[src/rtl/beam_drive_ctrl.sv]
// Wheel stepper sequencer for the beam-following bot: input filtering,
// track/search/lost FSM and an accelerating shared phase counter.
module beam_drive_ctrl #(
    parameter logic [15:0]     DEB_COUNT    = 16'd50000,
    parameter int              STEP_W       = 20,
    parameter logic [STEP_W-1:0] PERIOD_START = 20'd262143,
    parameter logic [STEP_W-1:0] PERIOD_MIN   = 20'd131071,
    parameter logic [STEP_W-1:0] RAMP_DEC     = 20'd1024,
    parameter logic [9:0]      LOST_STEPS   = 10'd512
) (
    input  logic       clk,
    input  logic       reset,
    input  logic       beam_l,
    input  logic       beam_r,
    input  logic       man_l,
    input  logic       man_r,
    output logic       en_l,
    output logic       en_r,
    output logic       dir_l,
    output logic       dir_r,
    output logic [2:0] phase,
    output logic [1:0] state,
    output logic       lost
);

    localparam logic [1:0] IDLE   = 2'd0;
    localparam logic [1:0] TRACK  = 2'd1;
    localparam logic [1:0] SEARCH = 2'd2;
    localparam logic [1:0] LOST   = 2'd3;

    localparam logic [STEP_W-1:0] ONE = 1;

    logic [3:0]        s1;
    logic [3:0]        s2;
    logic [1:0]        flt;
    logic [15:0]       dc [2];
    logic [1:0]        st;
    logic [1:0]        nxt;
    logic              last_l;
    logic [9:0]        steps;
    logic [STEP_W-1:0] cur;
    logic [STEP_W-1:0] cnt;
    logic [STEP_W-1:0] ramp;
    logic              any;
    logic              man;
    logic              restart;
    logic              en_any;
    logic              tick;

    assign state   = st;
    assign any     = |flt;
    assign man     = s2[2] | s2[3];
    assign en_any  = en_l | en_r;
    assign restart = (st == TRACK && nxt == SEARCH) ||
                     (st == SEARCH && nxt == TRACK);
    assign tick    = en_any && (cnt == '0) && !restart;
    // Saturating ramp; subtract only when it cannot pass PERIOD_MIN
    assign ramp    = (cur - PERIOD_MIN >= RAMP_DEC) ? cur - RAMP_DEC
                                                    : PERIOD_MIN;

    always_ff @(posedge clk) begin
        if (reset) begin
            s1    <= '0;
            s2    <= '0;
            flt   <= '0;
            dc[0] <= '0;
            dc[1] <= '0;
        end else begin
            s1 <= {man_r, man_l, beam_r, beam_l};
            s2 <= s1;
            for (int i = 0; i < 2; i++) begin
                if (s2[i] != flt[i]) begin
                    if (dc[i] == DEB_COUNT - 16'd1) begin
                        flt[i] <= ~flt[i];
                        dc[i]  <= '0;
                    end else begin
                        dc[i] <= dc[i] + 16'd1;
                    end
                end else begin
                    dc[i] <= '0;
                end
            end
        end
    end

    always_comb begin
        nxt = st;
        case (st)
            IDLE:    if (any || man) nxt = TRACK;
            TRACK:   if (!any && !man) nxt = SEARCH;
            SEARCH: begin
                if (any || man) nxt = TRACK;
                else if (steps >= LOST_STEPS) nxt = LOST;
            end
            default: if (any || man) nxt = TRACK;
        endcase
    end

    always_ff @(posedge clk) begin
        if (reset) begin
            st     <= IDLE;
            last_l <= 1'b0;
            steps  <= '0;
            en_l   <= 1'b0;
            en_r   <= 1'b0;
            dir_l  <= 1'b1;
            dir_r  <= 1'b1;
            lost   <= 1'b0;
            phase  <= '0;
            cur    <= PERIOD_START;
            cnt    <= PERIOD_START;
        end else begin
            st <= nxt;

            if (st == TRACK && flt == 2'b01) last_l <= 1'b1;
            else if (st == TRACK && flt == 2'b10) last_l <= 1'b0;

            if (st != SEARCH && nxt == SEARCH) steps <= '0;
            else if (st == SEARCH && tick) steps <= steps + 10'd1;

            case (st)
                TRACK: begin
                    en_l  <= flt[0] | s2[2];
                    en_r  <= flt[1] | s2[3];
                    dir_l <= 1'b1;
                    dir_r <= 1'b1;
                    lost  <= 1'b0;
                end
                SEARCH: begin
                    en_l  <= 1'b1;
                    en_r  <= 1'b1;
                    dir_l <= ~last_l;
                    dir_r <= last_l;
                    lost  <= 1'b0;
                end
                LOST: begin
                    en_l  <= 1'b0;
                    en_r  <= 1'b0;
                    dir_l <= 1'b1;
                    dir_r <= 1'b1;
                    lost  <= 1'b1;
                end
                default: begin
                    en_l  <= 1'b0;
                    en_r  <= 1'b0;
                    dir_l <= 1'b1;
                    dir_r <= 1'b1;
                    lost  <= 1'b0;
                end
            endcase

            // Direction reversal or idle motors restart the ramp
            if (restart || !en_any) begin
                cur <= PERIOD_START;
                cnt <= PERIOD_START;
            end else if (tick) begin
                cur   <= ramp;
                cnt   <= ramp;
                phase <= phase + 3'd1;
            end else begin
                cnt <= cnt - ONE;
            end
        end
    end

endmodule

[config.mk]
export PLATFORM = sky130hd
export DESIGN_NAME = beam_drive_ctrl
export DESIGN_NICKNAME = d
export VERILOG_FILES = /design/src/rtl/beam_drive_ctrl.sv
export SDC_FILE = /design/constraint.sdc
export NUM_CORES = 1
export LEC_CHECK = 0
export ABC_AREA = 1
export CORE_MARGIN = 8
export CORE_UTILIZATION = 45
export DETAILED_ROUTE_END_ITERATION = 8
export GPL_ROUTABILITY_DRIVEN = 0
export GPL_TIMING_DRIVEN = 0
export PLACE_DENSITY_LB_ADDON = 0.1
export SLEW_MARGIN = 10
export SYNTH_ARGS = -nofsm -noshare
export SYNTH_HDL_FRONTEND = slang
export SYNTH_SLANG_ARGS = --single-unit
export TNS_END_PERCENT = 5
[constraint.sdc]
create_clock -name clk -period 2.45 [get_ports clk]
set_input_delay 0.3675 -clock clk [delete_from_list [all_inputs] [get_ports clk]]
set_output_delay 0.3675 -clock clk [all_outputs]
set_load 0.1 [all_outputs]
---- Word level (Yosys, flattened, before mapping) ----
Memories as Yosys holds them, arrays and structs flattened.
Cells that the tools add are included.
word-level totals
  register bits after elaboration ......... 71
  bits in writable memories ............... 32
  input bits .............................. 6
  output and inout bits ................... 10
  word-level logic and storage cells ...... 119
  memories ................................ 1
cells by class
  $add $sub $neg .......................... 7
  magnitude comparators ................... 2
  equal/unequal tests ..................... 12
  mux-type cells .......................... 42
  bitwise operators ....................... 15
  reductions and logical operators ........ 25
memories
  name  words  width  read ports  clocked after memory_dff  write ports  RTL line  source
  dc    2      16     2           0                         2            36        logic [15:0] dc [2];
operators by type and width
  kind                                                                                    number
  16-bit 2-to-1 mux                                                                       6
  20-bit 2-to-1 mux                                                                       2
  16-bit by 1-bit adder with 16-bit output (second input constant)                        2
  16-bit equality test (second input constant)                                            2
  1-bit 2-to-1 mux                                                                        27
  20-bit by 11-bit greater-or-equal comparator with 1-bit output (second input constant)  1
  20-bit logical NOT                                                                      1
  20-bit by 1-bit subtractor with 20-bit output (second input constant)                   1
  20-bit by 11-bit subtractor with 20-bit output (second input constant)                  1
  20-bit by 17-bit subtractor with 20-bit output (second input constant)                  1
  10-bit by 1-bit adder with 10-bit output (second input constant)                        1
  10-bit greater-or-equal comparator (second input constant)                              1
  1-bit bitwise OR                                                                        10
  1-bit logical AND                                                                       9
  2-bit equality test (second input constant)                                             4
  2-bit 2-to-1 mux                                                                        4
  2-bit OR reduction                                                                      4
  2-bit by 1-bit equality test with 1-bit output (second input constant)                  3
  2-bit AND reduction                                                                     3
  1-bit inverter                                                                          5
  1-bit logical NOT                                                                       4
  1-bit case mux with 2 select lines                                                      2
  2-bit case mux with 2 select lines                                                      1
  3-bit by 1-bit adder with 3-bit output (second input constant)                          1
  other kinds (4)                                                                         7

---- Longest topological paths before layout ----
Gate-level depths: netlist (run 1).
  depth after elaboration ................. 11
  gate-level depth with buffers ........... 15
  mapped depth without buffers ............ 14

---- Least setup slack after synthesis (run 1) ----
OpenSTA, ideal clock, no wires.
  path kind ............................... register to register
  start point ............................. register st[0] (netlist: state[0])
  end point ............................... register cnt[5]
  library setup time ...................... 0.126 ns
  arrival time ............................ 2.518 ns
  data required time ...................... 2.324 ns
  path slack .............................. -0.194 ns
  stages on the path, launching flop included .. 13
  buffers on the path ..................... 1
  period minus slack after synthesis ...... 2.644 ns
  cell sequence ........................... dfxtp_1 -> inv_1 -> ha_1 -> nor2_1 -> o21ai_1 -> nand2_1 -> nand2_2 -> nand2_2 -> nand2_4 -> nand3_2 -> nor2_4 -> buf_4 -> nand4_2
on the way
  word-level cells in the longest chain between the ends .. 9
  elaborated cells between the ends (all ways) .. 17
  those cells by class .................... 4 x eq/ne; 6 x mux; 7 x reduce/logical
ends and longest elaborated chain
  item                                                                                          RTL line  source
  from (decl)                                                                                   37        logic [1:0] st;
  from (signal assigned)                                                                        113       st <= nxt;
  2-bit 2-to-1 mux                                                                              93        else if (steps >= LOST_STEPS) nxt = LOST;
  2-bit 2-to-1 mux                                                                              92        if (any || man) nxt = TRACK;
  2-bit case mux with 2 select lines                                                            88        case (st)
  2-bit equality test / 2-bit by 1-bit equality test with 1-bit output (equally long branches)  54, 55
  1-bit logical AND, on equally long branches                                                   54, 55
  1-bit logical OR (*)                                                                          54        assign restart = (st == TRACK && nxt == SEARCH) ||
  1-bit logical NOT                                                                             56        assign tick = en_any && (cnt == '0) && !restart;
  1-bit logical AND                                                                             56
  20-bit 2-to-1 mux                                                                             156       end else if (tick) begin
  to (signal assigned)                                                                          158       cnt <= ramp;
  to (signal assigned)                                                                          161       cnt <= cnt - ONE;
  to (decl)                                                                                     42        logic [STEP_W-1:0] cnt;
Every way passes the cells marked *; elsewhere a longest branch is shown, timed or not.
A chain may end at the register's enable or synchronous reset.

---- Final worst setup path (run 1) ----
  start point ............................. register st[1] (netlist: state[1])
  end point ............................... output port state[1]
RTL lines
  item       RTL line  source
  to (decl)  22        output logic [1:0] state,
No word-level cell between the ends.

==> results of run 1 <==
[final timing paths]
path	start	endpoint	slack, ns	depth (start not counted)
setup / recovery	state[1]	state[1]	0.20	1
hold / removal	reset	state[1]	0.35	2
setup reg to reg	state[0]	cur[10]	0.24	12
hold reg to reg	s1[3]	s2[3]	0.40	2
[flip-flops by register name (all words and copies together), names as in the netlist]
| name | flops |
|---|---|
| s2 | 4 |
| dir_r | 1 |
| en_l | 1 |
| steps | 10 |
| cur | 20 |
| dir_l | 1 |
| flt | 2 |
| lost | 1 |
| dc | 32 |
| state | 2 |
| last_l | 1 |
| cnt | 20 |
| phase | 3 |
| s1 | 4 |
| en_r | 1 |
[layout make-up]
class	instances	area, µm²	share of cell area
clock buffer	10	229.0	0.03540
buffer	20	125.1	0.01935
multi-input combinational	562	2955	0.4570
timing repair buffer	14	140.1	0.02167
inverter	95	357.8	0.05533
clock inverter	6	60.06	0.009286
tap	172	215.2	0.03328
sequential	103	2385	0.3687
[stage by stage]
step	cells	utilization
floorplan	780	-
global placement	966	0.4936
detailed placement	966	0.4936
CTS	982	0.5167
global route	982	0.5167
finish	982	0.5167
[Yosys cell counts, types with 3 or more instances]
cell type	number	area [µm²]
sky130_fd_sc_hd__a21oi_1	39	195.2
sky130_fd_sc_hd__buf_2	7	35.03
sky130_fd_sc_hd__buf_4	5	37.54
sky130_fd_sc_hd__buf_6	3	33.78
sky130_fd_sc_hd__clkbuf_1	5	18.77
sky130_fd_sc_hd__dfxtp_1	71	1421
sky130_fd_sc_hd__edfxtp_1	32	960.9
sky130_fd_sc_hd__ha_1	11	137.6
sky130_fd_sc_hd__inv_1	89	334.1
sky130_fd_sc_hd__inv_2	3	11.26
sky130_fd_sc_hd__nand2_1	147	551.8
sky130_fd_sc_hd__nand2_2	4	25.02
sky130_fd_sc_hd__nand3_1	64	320.3
sky130_fd_sc_hd__nand3_2	11	110.1
sky130_fd_sc_hd__nand3b_1	5	37.54
sky130_fd_sc_hd__nand3b_2	4	45.04
sky130_fd_sc_hd__nand4_1	25	156.4
sky130_fd_sc_hd__nor2_1	97	364.1
sky130_fd_sc_hd__nor2_2	10	62.56
sky130_fd_sc_hd__nor2_4	5	56.30
sky130_fd_sc_hd__nor3_1	25	125.1
sky130_fd_sc_hd__nor3_2	3	30.03
sky130_fd_sc_hd__nor3b_1	4	30.03
sky130_fd_sc_hd__nor4_1	8	50.05
sky130_fd_sc_hd__o211ai_1	5	37.54
sky130_fd_sc_hd__o21ai_0	14	70.07
sky130_fd_sc_hd__or2_2	4	25.02
sky130_fd_sc_hd__xnor2_1	10	87.58
sky130_fd_sc_hd__xor2_1	24	210.2
[power breakdown]
group,internal [mW],switching [mW],leakage [nW]
Combinational,0.0378,0.0878,1.82
Sequential,1.79,0.0258,0.906
Clock,0.789,0.623,0.140
Total,2.61,0.736,2.86
[per-layer routing]
metal	global-route usage	vias to the layer above	part of all wire
met3	0.03765	15	0.027
met4	0.04976	0	0.019
met1	0.1841	2169	0.46
met5	0	-	0
met2	0.2637	64	0.49
li1	-	2534	-
[kinds of logic (layout without fill, tap and decap cells)]
logic type | after synthesis | in the layout | share of synthesized area
flip-flops | 103 | 103 | 0.4176
adder cells (fa/ha/maj) | 11 | 11 | 0.02413
XOR/XNOR | 34 | 34 | 0.05220
other | 1 | 32 | 0.0006574
AO/OA/AOI/OAI | 64 | 64 | 0.06010
buffers and inverters | 115 | 145 | 0.08467
AND/OR/NAND/NOR | 421 | 421 | 0.3606
[cells in the final DEF (no fill, tap or decap), drive strengths merged, types with 4 or more instances in the layout]
master	instances
clkdlybuf4s50	14
a21oi	39
buf	15
clkbuf	15
clkinv	6
or2	4
nand2	153
nor3b	4
ha	11
dfxtp	71
o21ai	17
xor2	24
edfxtp	32
nor4	8
nor2	113
o211ai	5
xnor2	10
nand4	27
conb	32
nor3	28
nand3	75
inv	93
nand3b	9
==> impl_metrics.env, run 1 <==
export IMPL_initial_core_util=0.4557
export IMPL_drc=0
export IMPL_worst_hold_path_type="in -> reg"
export IMPL_power_leakage_nw=2.862
export IMPL_vias=4782
export IMPL_synth_sequential_area_ratio=0.4176
export IMPL_power_ir_vdd_worst_uv=338.3
export IMPL_cp_top_family="buffers and inverters"
export IMPL_number_of_antenna_violations_at_the_first_check_in_global_routing=0
export IMPL_die_h_um=128.6
export IMPL_synth_lib_cells_used_distinct=39
export IMPL_postLayoutCellArea_mm2=0.006467
export IMPL_routed_wire_length_per_instance_um=12.16
export IMPL_total_power_mw=3.350
export IMPL_floorplan_die_width_um=128.6
export IMPL_place_hpwl_mm=9.086
export IMPL_cts_clk_slew_worst_paths_ns=0.06
export IMPL_clockBufferDepth=2
export IMPL_timing_critical_path_slowest_cell_delay_ns=1.15
export IMPL_criticalPathCategory="reg -> out"
export IMPL_max_cap_viol_count=0
export IMPL_cp_start_kind="register"
export IMPL_grt_start_max_net_pins=17
export IMPL_core_rowCount=41
export IMPL_setup_tns_ns=0
export IMPL_fmaxAchievable_ghz=0.4443
export IMPL_setup_violations_final=0
export IMPL_cts_made_buffers=9
export IMPL_tritoncts="yes"
export IMPL_ys_seq_elements=103
export IMPL_cts_root_buf="sky130_fd_sc_hd__clkbuf_16"
export IMPL_final_layout_size_suffix_gt1_frac=0.1012
export IMPL_critical_path_endpoint_type="primary output"
export IMPL_grt_overflow_total=0
export IMPL_cpMaxStageDelayCell="sky130_fd_sc_hd__clkdlybuf4s50_1"
export IMPL_clock_latency_ns=0.35
export IMPL_yosys_warnings=0
export IMPL_synth_enable_flop_cells=32
export IMPL_antenna_cells=0
export IMPL_worst_path_max_fanout=6
export IMPL_crit_chain="clkdlybuf4s50_1"
export IMPL_port_buffer_count=14
export IMPL_place_area_mm2=0.006178
export IMPL_number_of_global_route_vias_before_repair=4529
export IMPL_clock_sinks=103
export IMPL_async_reset_ff_frac=0
export IMPL_h_tree_depth=3
export IMPL_cellPowerDensity_mw_per_mm2=518.0
export IMPL_layout_min_cycle_time_ns=2.251
export IMPL_ys_flop_type="sky130_fd_sc_hd__dfxtp_1"
export IMPL_drt_first_iter_violations=328
export IMPL_slew_headroom=0.3477
export IMPL_final_nets=822
export IMPL_post_place_ws_ns=0.2167
export IMPL_result_of_the_run="finished, final reports clean"
export IMPL_setup_repair_after_global_routing_missed_its_margin="false"
export IMPL_design_portCount=16
export IMPL_worst_ep_arrival_time_ns=1.88
export IMPL_syn_cell_area_mm2=0.005704
export IMPL_fin_skew_ns=0.007412
export IMPL_timing_final_crit_share=0.9186
export IMPL_postCtsSetupBuffers=0
export IMPL_final_hold_violation_count=0
export IMPL_cts_hold_buffers_added=0
export IMPL_worst_slew_pin_slew_ns=0.9754
export IMPL_hold_slack_ns=0.3543
export IMPL_detail_route_vias_per_cell=4.870
export IMPL_drt_antenna_violating_nets=0
export IMPL_average_cell_area_after_synthesis_um2=7.616
export IMPL_cp_required_ns=2.08
export IMPL_total_count_of_max_transition_violations_in_the_final_report=0
export IMPL_grt_util_all_layers=0.1534
export IMPL_cts_resized_gates=0
export IMPL_core_area_mm2=0.01252
export IMPL_detailedRoute_firstPassIterationCount=4
export IMPL_grt_first_pass_wirelength_mm=20.58
export IMPL_area_growth_pct=13.38
export IMPL_drt_wl_total_mm=11.95
export IMPL_fill_cells=1254
export IMPL_syn_instance_count=749
export IMPL_critPathBufInv=1
export IMPL_die_area_mm2=0.01653
export IMPL_finalWorstSetupSlack_ns=0.1994
No activity file was read; power rests on OpenSTA's default activity.
==> run 2, diff against run 1 <==
- CELL_PAD_IN_SITES_DETAIL_PLACEMENT: unset -> 1
- CELL_PAD_IN_SITES_GLOBAL_PLACEMENT: unset -> 2
- CORE_UTILIZATION: 45 -> 37
==> impl_metrics.env, run 2 (same netlist as run 1, synthesis figures left out) <==
export IMPL_clock_latency_ns=0.35
export IMPL_criticalPathCategory="reg -> out"
export IMPL_vias=4933
export IMPL_grt_start_max_net_pins=17
export IMPL_cp_required_ns=2.08
export IMPL_critical_path_cell_count=1
export IMPL_cts_root_buf="sky130_fd_sc_hd__clkbuf_16"
export IMPL_relative_contribution_of_sequential_cells_to_total_power=0.534
export IMPL_final_cell_count_no_fill=998
export IMPL_area_growth_pct=14.08
export IMPL_max_cap_viol_count=0
export IMPL_fill_cells=1897
export IMPL_total_count_of_max_transition_violations_in_the_final_report=0
export IMPL_cts_clk_slew_worst_paths_ns=0.07
export IMPL_setup_repair_after_global_routing_missed_its_margin="false"
export IMPL_cts_made_buffers=9
export IMPL_reg2regPathDepth=11
export IMPL_worst_hold_path_type="in -> reg"
export IMPL_h_tree_depth=3
export IMPL_setup_reg_to_reg_worst_slack_ns=0.19
export IMPL_dr_wl_met3_um=189
export IMPL_setup_violations_final=0
export IMPL_detailedRoute_firstPassIterationCount=4
export IMPL_core_area_mm2=0.01515
export IMPL_setup_tns_ns=0
export IMPL_top_regs="dc: 32 flops, cnt: 20 flops, cur: 20 flops"
export IMPL_comb_power_share=0.039
export IMPL_timing_critical_path_slowest_cell_delay_ns=1.16
export IMPL_grt_overflow_total=0
export IMPL_cts_hold_buffers_added=0
export IMPL_mostFrequentLayoutCells="sky130_fd_sc_hd__nand2_1 (147), sky130_fd_sc_hd__nor2_1 (97), sky130_fd_sc_hd__inv_1 (89)"
export IMPL_place_hpwl_mm=11.26
export IMPL_drc=0
export IMPL_crit_chain="clkdlybuf4s50_1"
export IMPL_critPathBufInv=1
export IMPL_registers_top_by_ff_count="dc"
export IMPL_power_switching_share=0.2267
export IMPL_post_place_ws_ns=0.08109
export IMPL_internal_mw=2.625
export IMPL_clock_sinks=103
export IMPL_final_nets=822
export IMPL_grt_util_all_layers=0.1538
export IMPL_startpoint="state[1]"
export IMPL_worst_path_max_fanout=6
export IMPL_postCtsSetupBuffers=0
export IMPL_cpMaxStageDelayCell="sky130_fd_sc_hd__clkdlybuf4s50_1"
export IMPL_drt_antenna_violating_nets=0
export IMPL_fin_util=0.4297
export IMPL_final_layout_size_suffix_gt1_frac=0.1062
export IMPL_initial_core_util=0.3766
export IMPL_drt_wl_total_mm=14.34
export IMPL_tritoncts="yes"
export IMPL_multi_input_comb_area_mm2=0.002963
export IMPL_critical_path_endpoint_type="primary output"
export IMPL_die_h_um=140.2
export IMPL_slew_headroom=0.3384
export IMPL_final_hold_violation_count=0
export IMPL_power_leakage_nw=2.869
export IMPL_antenna_cells=0
export IMPL_power_share_clock=0.427
export IMPL_switching_power_uw=769.6
export IMPL_timing_final_crit_share=0.9238
export IMPL_detail_route_vias_per_cell=4.943
export IMPL_regToRegEndpoint="steps[1]"
export IMPL_worst_r2r_startpoint="state[0]"
export IMPL_wl_met1_mm=6.496
export IMPL_cellPowerDensity_mw_per_mm2=521.6
export IMPL_seq_area_mm2=0.002385
export IMPL_total_power_mw=3.394
export IMPL_routed_top_layer="met4"
export IMPL_worst_slew_pin_slew_ns=0.9893
export IMPL_drt_first_iter_violations=202
export IMPL_cp_start_kind="register"
export IMPL_clockBufferDepth=2
export IMPL_layout_min_cycle_time_ns=2.263
export IMPL_dpl_cell_count=982
export IMPL_crit_end="state[1]"
export IMPL_fmaxAchievable_ghz=0.4418
export IMPL_number_of_antenna_violations_at_the_first_check_in_global_routing=0
export IMPL_floorplan_die_width_um=140.2
export IMPL_largest_reg_flops=32
export IMPL_grt_first_pass_wirelength_mm=24.77
export IMPL_design_portCount=16
export IMPL_commonest_non_fill_non_tap_cell_in_the_layout="sky130_fd_sc_hd__nand2_1"
export IMPL_routed_wire_length_per_instance_um=14.37
export IMPL_number_of_global_route_vias_before_repair=5221
export IMPL_result_of_the_run="finished, final reports clean"
export IMPL_finalWorstSetupSlack_ns=0.1868
export IMPL_core_rowCount=45
export IMPL_power_ir_vdd_worst_uv=301.3
export IMPL_routed_wl_met2_mm=7.341
export IMPL_fin_skew_ns=0.007126
export IMPL_cp_top_family="buffers and inverters"
export IMPL_die_area_mm2=0.01965
export IMPL_port_buffer_count=14
export IMPL_worst_ep_arrival_time_ns=1.90
==> run 2: changes by cell type in the layout (fill, tap and decap cells not counted), sizes merged <==
| cell | before | now |
|---|---|---|
| clkbuf | 15 | 16 |
| inv | 93 | 94 |
| clkinv | 6 | 4 |
==> run 2: worst min-delay path by stage <==
stage                     startpoint  cells after the start  slack, ns  endpoint
after CTS                      reset                      2       0.35  state[1]
after detailed placement       s1[1]                      2       0.41     s2[1]
after floorplan                s1[0]                      2       0.39     s2[0]
after global routing           reset                      2       0.39  phase[1]
after global placement         s1[2]                      2       0.41     s2[2]
final                          reset                      2       0.36  state[1]
==> run 2: area by class of cell <==
type	count	share of cell area
clock inverters	5	0.008460
clock buffers	11	0.03595
plain buffers	20	0.02057
multi-input cells	562	0.4553
flip-flops and latches	103	0.3665
inverters	95	0.05557
repair buffers	14	0.02153
well taps	188	0.03615
==> run 2: metrics by stage <==
step / hold WS [ns] / cell area [µm²]
floorplan: 0.3883 / 5823
global placement: 0.4063 / 6198
detailed placement: 0.4086 / 6198
CTS: 0.3482 / 6487
global route: 0.3887 / 6507
finish: 0.3579 / 6507
==> run 2: timing repair <==
action,4_1_cts,5_1_grt
endpoints found under the setup margin,0,48
endpoints found under the hold margin,0,0
gates resized for setup,0,7
==> run 2: power by group through the flow <==
stage               clock network, mW  logic (mW)  registers (mW)
floorplan                           0      0.0813            1.86
CTS                              1.50       0.131            1.81
detailed placement                  0       0.130            1.85
global route                     1.56       0.151            1.82
global placement                    0       0.126            1.85
finish                           1.45       0.131            1.81
==> run 2: metal layers <==
layer	vias up	GRT usage
li1	2526	-
met1	2357	0.1795
met4	0	0.06400
met2	33	0.2783
met3	17	0.01869
met5	-	0
